--- src/rtl/debounce_scheduler.sv ---
// debounce_scheduler: prescaled sample strobe plus a round-robin
// debouncer servicing one button per clock through one datapath.
module debounce_scheduler #(
  parameter int NUM_BTN  = 5,
  parameter int TICK_DIV = 100000,
  parameter int DEPTH    = 4
) (
  input  logic               clk,
  input  logic               rst_n,
  input  logic               enable,
  input  logic [NUM_BTN-1:0] btn_in,
  output logic [NUM_BTN-1:0] btn_level,
  output logic [NUM_BTN-1:0] btn_press,
  output logic [NUM_BTN-1:0] btn_release,
  output logic               tick,
  output logic               busy
);

  localparam int CW = $clog2(TICK_DIV);
  localparam int IW = (NUM_BTN > 1) ? $clog2(NUM_BTN) : 1;

  localparam logic [1:0] IDLE = 2'd0;
  localparam logic [1:0] SCAN = 2'd1;
  localparam logic [1:0] DONE = 2'd2;

  logic [NUM_BTN-1:0] meta;
  logic [NUM_BTN-1:0] sync;
  logic [CW-1:0]      cnt;
  logic [1:0]         state;
  logic [IW-1:0]      idx;
  logic [DEPTH-1:0]   hist [NUM_BTN];
  logic [DEPTH-1:0]   nxt;
  logic               last;

  assign busy = (state != IDLE);
  assign last = (idx == IW'(NUM_BTN - 1));
  assign nxt  = {hist[idx][DEPTH-2:0], sync[idx]};

  always_ff @(posedge clk or negedge rst_n) begin
    if (!rst_n) begin
      meta <= '0;
      sync <= '0;
    end else begin
      meta <= btn_in;
      sync <= meta;
    end
  end

  // Holding the count at zero while disabled makes the first strobe
  // after re-enable land a full period later.
  always_ff @(posedge clk or negedge rst_n) begin
    if (!rst_n) begin
      cnt  <= '0;
      tick <= 1'b0;
    end else if (!enable) begin
      cnt  <= '0;
      tick <= 1'b0;
    end else if (cnt == CW'(TICK_DIV - 1)) begin
      cnt  <= '0;
      tick <= 1'b1;
    end else begin
      cnt  <= cnt + CW'(1);
      tick <= 1'b0;
    end
  end

  always_ff @(posedge clk or negedge rst_n) begin
    if (!rst_n) begin
      state       <= IDLE;
      idx         <= '0;
      btn_level   <= '0;
      btn_press   <= '0;
      btn_release <= '0;
      for (int i = 0; i < NUM_BTN; i++) begin
        hist[i] <= '0;
      end
    end else begin
      btn_press   <= '0;
      btn_release <= '0;
      unique case (state)
        IDLE: begin
          if (tick) begin
            state <= SCAN;
            idx   <= '0;
          end
        end
        SCAN: begin
          hist[idx] <= nxt;
          if (&nxt && !btn_level[idx]) begin
            btn_level[idx] <= 1'b1;
            btn_press[idx] <= 1'b1;
          end else if (~|nxt && btn_level[idx]) begin
            btn_level[idx]   <= 1'b0;
            btn_release[idx] <= 1'b1;
          end
          if (last) begin
            state <= DONE;
          end else begin
            idx <= idx + IW'(1);
          end
        end
        DONE: begin
          state <= IDLE;
          idx   <= '0;
        end
        default: begin
          state <= IDLE;
          idx   <= '0;
        end
      endcase
    end
  end

  // A strobe outside IDLE means TICK_DIV is too small for NUM_BTN.
  tick_overrun: assert property (
    @(posedge clk) disable iff (!rst_n) tick |-> (state == IDLE)
  ) else $error("tick while scan busy");

endmodule

--- config.mk ---
export PLATFORM = sky130hd
export DESIGN_NAME = debounce_scheduler
export DESIGN_NICKNAME = d
export VERILOG_FILES = /design/src/rtl/debounce_scheduler.sv
export SDC_FILE = /design/constraint.sdc
export NUM_CORES = 1
export LEC_CHECK = 0
export CORE_MARGIN = 5
export CORE_UTILIZATION = 25
export CTS_BUF_LIST = sky130_fd_sc_hd__clkbuf_4
export CTS_CLUSTER_DIAMETER = 200
export DETAILED_ROUTE_END_ITERATION = 12
export GPL_TIMING_DRIVEN = 0
export HOLD_SLACK_MARGIN = 0.06
export MAX_ROUTING_LAYER = met4
export PLACE_DENSITY = 0.5
export RECOVER_POWER = 50
export SYNTH_ARGS = -nofsm -noshare
export SYNTH_HDL_FRONTEND = slang
export SYNTH_SLANG_ARGS = --single-unit
--- constraint.sdc ---
create_clock -name clk -period 1.8 [get_ports clk]
set_input_delay 0.27 -clock clk [delete_from_list [all_inputs] [get_ports clk]]
set_output_delay 0.27 -clock clk [all_outputs]
set_load 0.05 [all_outputs]
==> flow_summary.ini <==
[status]
status = finished with violations
failed_checks = negative setup slack

[placement]
port_buffers = 24
place_hpwl_mm = 3.81
gp_congestion = 0.752
dp_slack_ns = -0.401

[grt]
antenna_found_initial = 0
grt_max_degree = 64
grt_overflow = 0
grtUsageTotal_pct = 9.78
grt_pass1_wl_mm = 9.83
grt_pass1_vias = 1978

[synthesis]
synth_adder_area_share_pct = 1.37
synth_top_family_by_area = simple AND/OR/NAND/NOR gates
syn_area_um2 = 2750
netlist_instances = 249
synth-seq-cells = 63
synthFlopType = dfrtp_1
synth-compound-area-share_pct = 6.65
ys_types = 41
synth_area_leaders = dfrtp_1 57%, nor2_1 5.3%, xor2_1 2.9%
async_reset_ff_share_pct = 100
syn_nets = 260
yosys.area_share.simple_pct = 20.0
ys_seq_area_share_pct = 57.4
syn_avg_cell_area_um2 = 11.0
synth_top_area_share_pct = 57.4
muxShareOfSynthArea_pct = 5.97
synth.most_common_cell = dfrtp_1
synth-warning-count = 0
yosysTopAreaCell = dfrtp_1
synth-edff-count = 0
ys_top_cells_by_count = 63 x dfrtp_1, 39 x nor2_1, 18 x nand2_1
synth_xor_area_share_pct = 5.10

[sta]
period_share_pct = 114
grt_setup_unrepaired = yes
worst_slack_ns = -0.253
slew_headroom_pct = 41.7
finalHoldViolations = 0
fin_skew_ns = 0.0192
hold_ws_ns = 0.355
setup_viol = 17
finalSetupTns_ns = -1.98
report.final.slew_viol_count = 0
max_freq_mhz = 487
tightest_slew_ns = 0.875
finalCriticalPeriod_ns = 2.05

[floorplan]
die_h_um = 115
rows = 38
coreArea_um2 = 10800
floorplan.initialDensity_pct = 25.5
die-area_um2 = 13200
ios = 25
die_w_um = 115

[cells_and_area]
multi_input_area_um2 = 1190
nFillCells = 1082
syn2layout_area_growth_pct = 30.1
final_nets = 307
drive_above_1_share_pct = 24.6
antennaDiodeCount = 0
ff_latch_area_um2 = 1580

[critical_path]
cp-end-kind = register
cpLargestDelayFamily = compound AO/OA/AOI/OAI gates
crit_type = register to register
cp_max_fo = 7
path_buf_inv = 1
max_stage_delay_ns = 0.42
crit_slowest_cell = dfrtp_1
worst-endpoint-arrival_ns = 2.36
start_kind = register
crit_path_cell_trace = buf_6, mux2_4, o2bb2ai_2, a41o_1, nand4bb_4, or3_4, a32o_1
critPathRequiredTime_ns = 2.10

[clocking]
clockRootBuffer = clkbuf_4
cts_tree = yes
cts.sinks = 63
cts_max_path_buffers = 2
path_clk_slew_ns = 0.12
htree_levels = 3
clk_latency_ns = 0.41
numCtsBuffers = 9

[routing]
ant_nets = 0
drc_errors = 0
drt-wirelength-per-cell_um = 13.0
routed_wl_mm = 5.74
vias = 1910
vias_per_cell = 4.33
first_iter_violations = 51
first_pass_iters = 4

[pwr]
power.density_nw_per_um2 = 773
peakVddDrop_v = 0.000293
leakage_uw = 0.00165

[hold_path]
hold_class = register to register

[job]
maxCapViolCount = 0
## kinds of logic (layout without fill, tap and decap cells)
group,Yosys count,in the layout
muxes,15,15
adders and majority gates,3,3
buffers and inverters,20,72
AOI/OAI and AO/OA,23,23
and+or+nand+nor,109,109
xor gates and xnor gates,16,16
DFF,63,63
## layout by cell type, fill, tap and decap left out, types with 4 or more instances in the layout
| cell | count |
|---|---|
| a21oi_1 | 7 |
| and2_1 | 6 |
| buf_4 | 15 |
| clkbuf_4 | 11 |
| dfrtp_1 | 61 |
| dlygate4sd2_1 | 15 |
| dlygate4sd3_1 | 6 |
| inv_1 | 9 |
| mux2_2 | 6 |
| mux2i_1 | 6 |
| nand2_1 | 17 |
| nand3_1 | 10 |
| nor2_1 | 34 |
| nor3_1 | 8 |
| o2bb2ai_1 | 4 |
| xnor2_1 | 7 |
| xor2_1 | 9 |
## cell type report
| class | count | share of cell area (%) |
|---|---|---|
| Buffer | 6 | 1.93 |
| Tap cell | 140 | 4.90 |
| Sequential cell | 63 | 44.2 |
| Clock inverter | 6 | 3.05 |
| Timing Repair Buffer | 40 | 9.59 |
| Inverter | 10 | 1.05 |
| Multi-Input combinational cell | 166 | 33.2 |
| Clock buffer | 10 | 2.10 |
## worst reg2reg max path, stage by stage (launching register included)
cell and delay [ns]:
dfrtp_1 0.42, buf_6 0.14, mux2_4 0.30, o2bb2ai_2 0.13, a41o_1 0.22, nand4bb_4 0.19, or3_4 0.34, a32o_1 0.21
## metrics by stage
stage,cells,total power (uW),util (%),cell area (um2)
floorplan,249,1480,-,2750
global placement,413,1540,29.3,3160
detailed placement,413,1540,29.3,3160
CTS,435,2800,32.3,3490
global route,441,2870,33.1,3570
finish,441,2760,33.1,3570
## per-layer routing
metal / vias to the layer above / track usage [%] / routed length, um
li1: 943 / - / -
met1: 917 / 12.3 / 2650
met2: 42 / 14.2 / 2670
met3: 8 / 3.63 / 322
met4: 0 / 3.99 / 94
met5: - / - / 0
## sequential cells by signal, summed over array words and instances (netlist names), named ones only
signal / flops
btn_press: 5
cnt: 17
sync: 5
state: 2
hist: 15
tick: 1
btn_release: 5
meta: 5
idx: 3
## power by group
part	total (uW)	leakage, uW	switching [uW]	internal [uW]
Clock	1250	0.000100	530	717
Combinational	75.7	0.000696	47.3	28.4
Sequential	1440	0.000851	8.73	1430
Total	2760	0.00165	586	2180
## what timing repair did
action | in CTS | in global routing
pin swaps | 6 | 2
hold buffers | 1 | 0
gates resized for setup | 44 | 14
buffers inserted | 9 | 6
endpoints found under the hold margin | 63 | 0
endpoints found under the setup margin | 51 | 40
cloned | 0 | 0
## worst paths after layout
kind	cells after the start	to	startpoint	slack [ns]
min reg2reg	0	sync[2]	meta[2]	0.36
min	0	sync[2]	meta[2]	0.36
max reg2reg	7	register	idx[0]	-0.25
min in group asynchronous	2	state[1]	rst_n	0.51
max in group asynchronous	2	cnt[5]	rst_n	0.67
max	7	register	idx[0]	-0.25
Power figures use the tool's default switching activity.
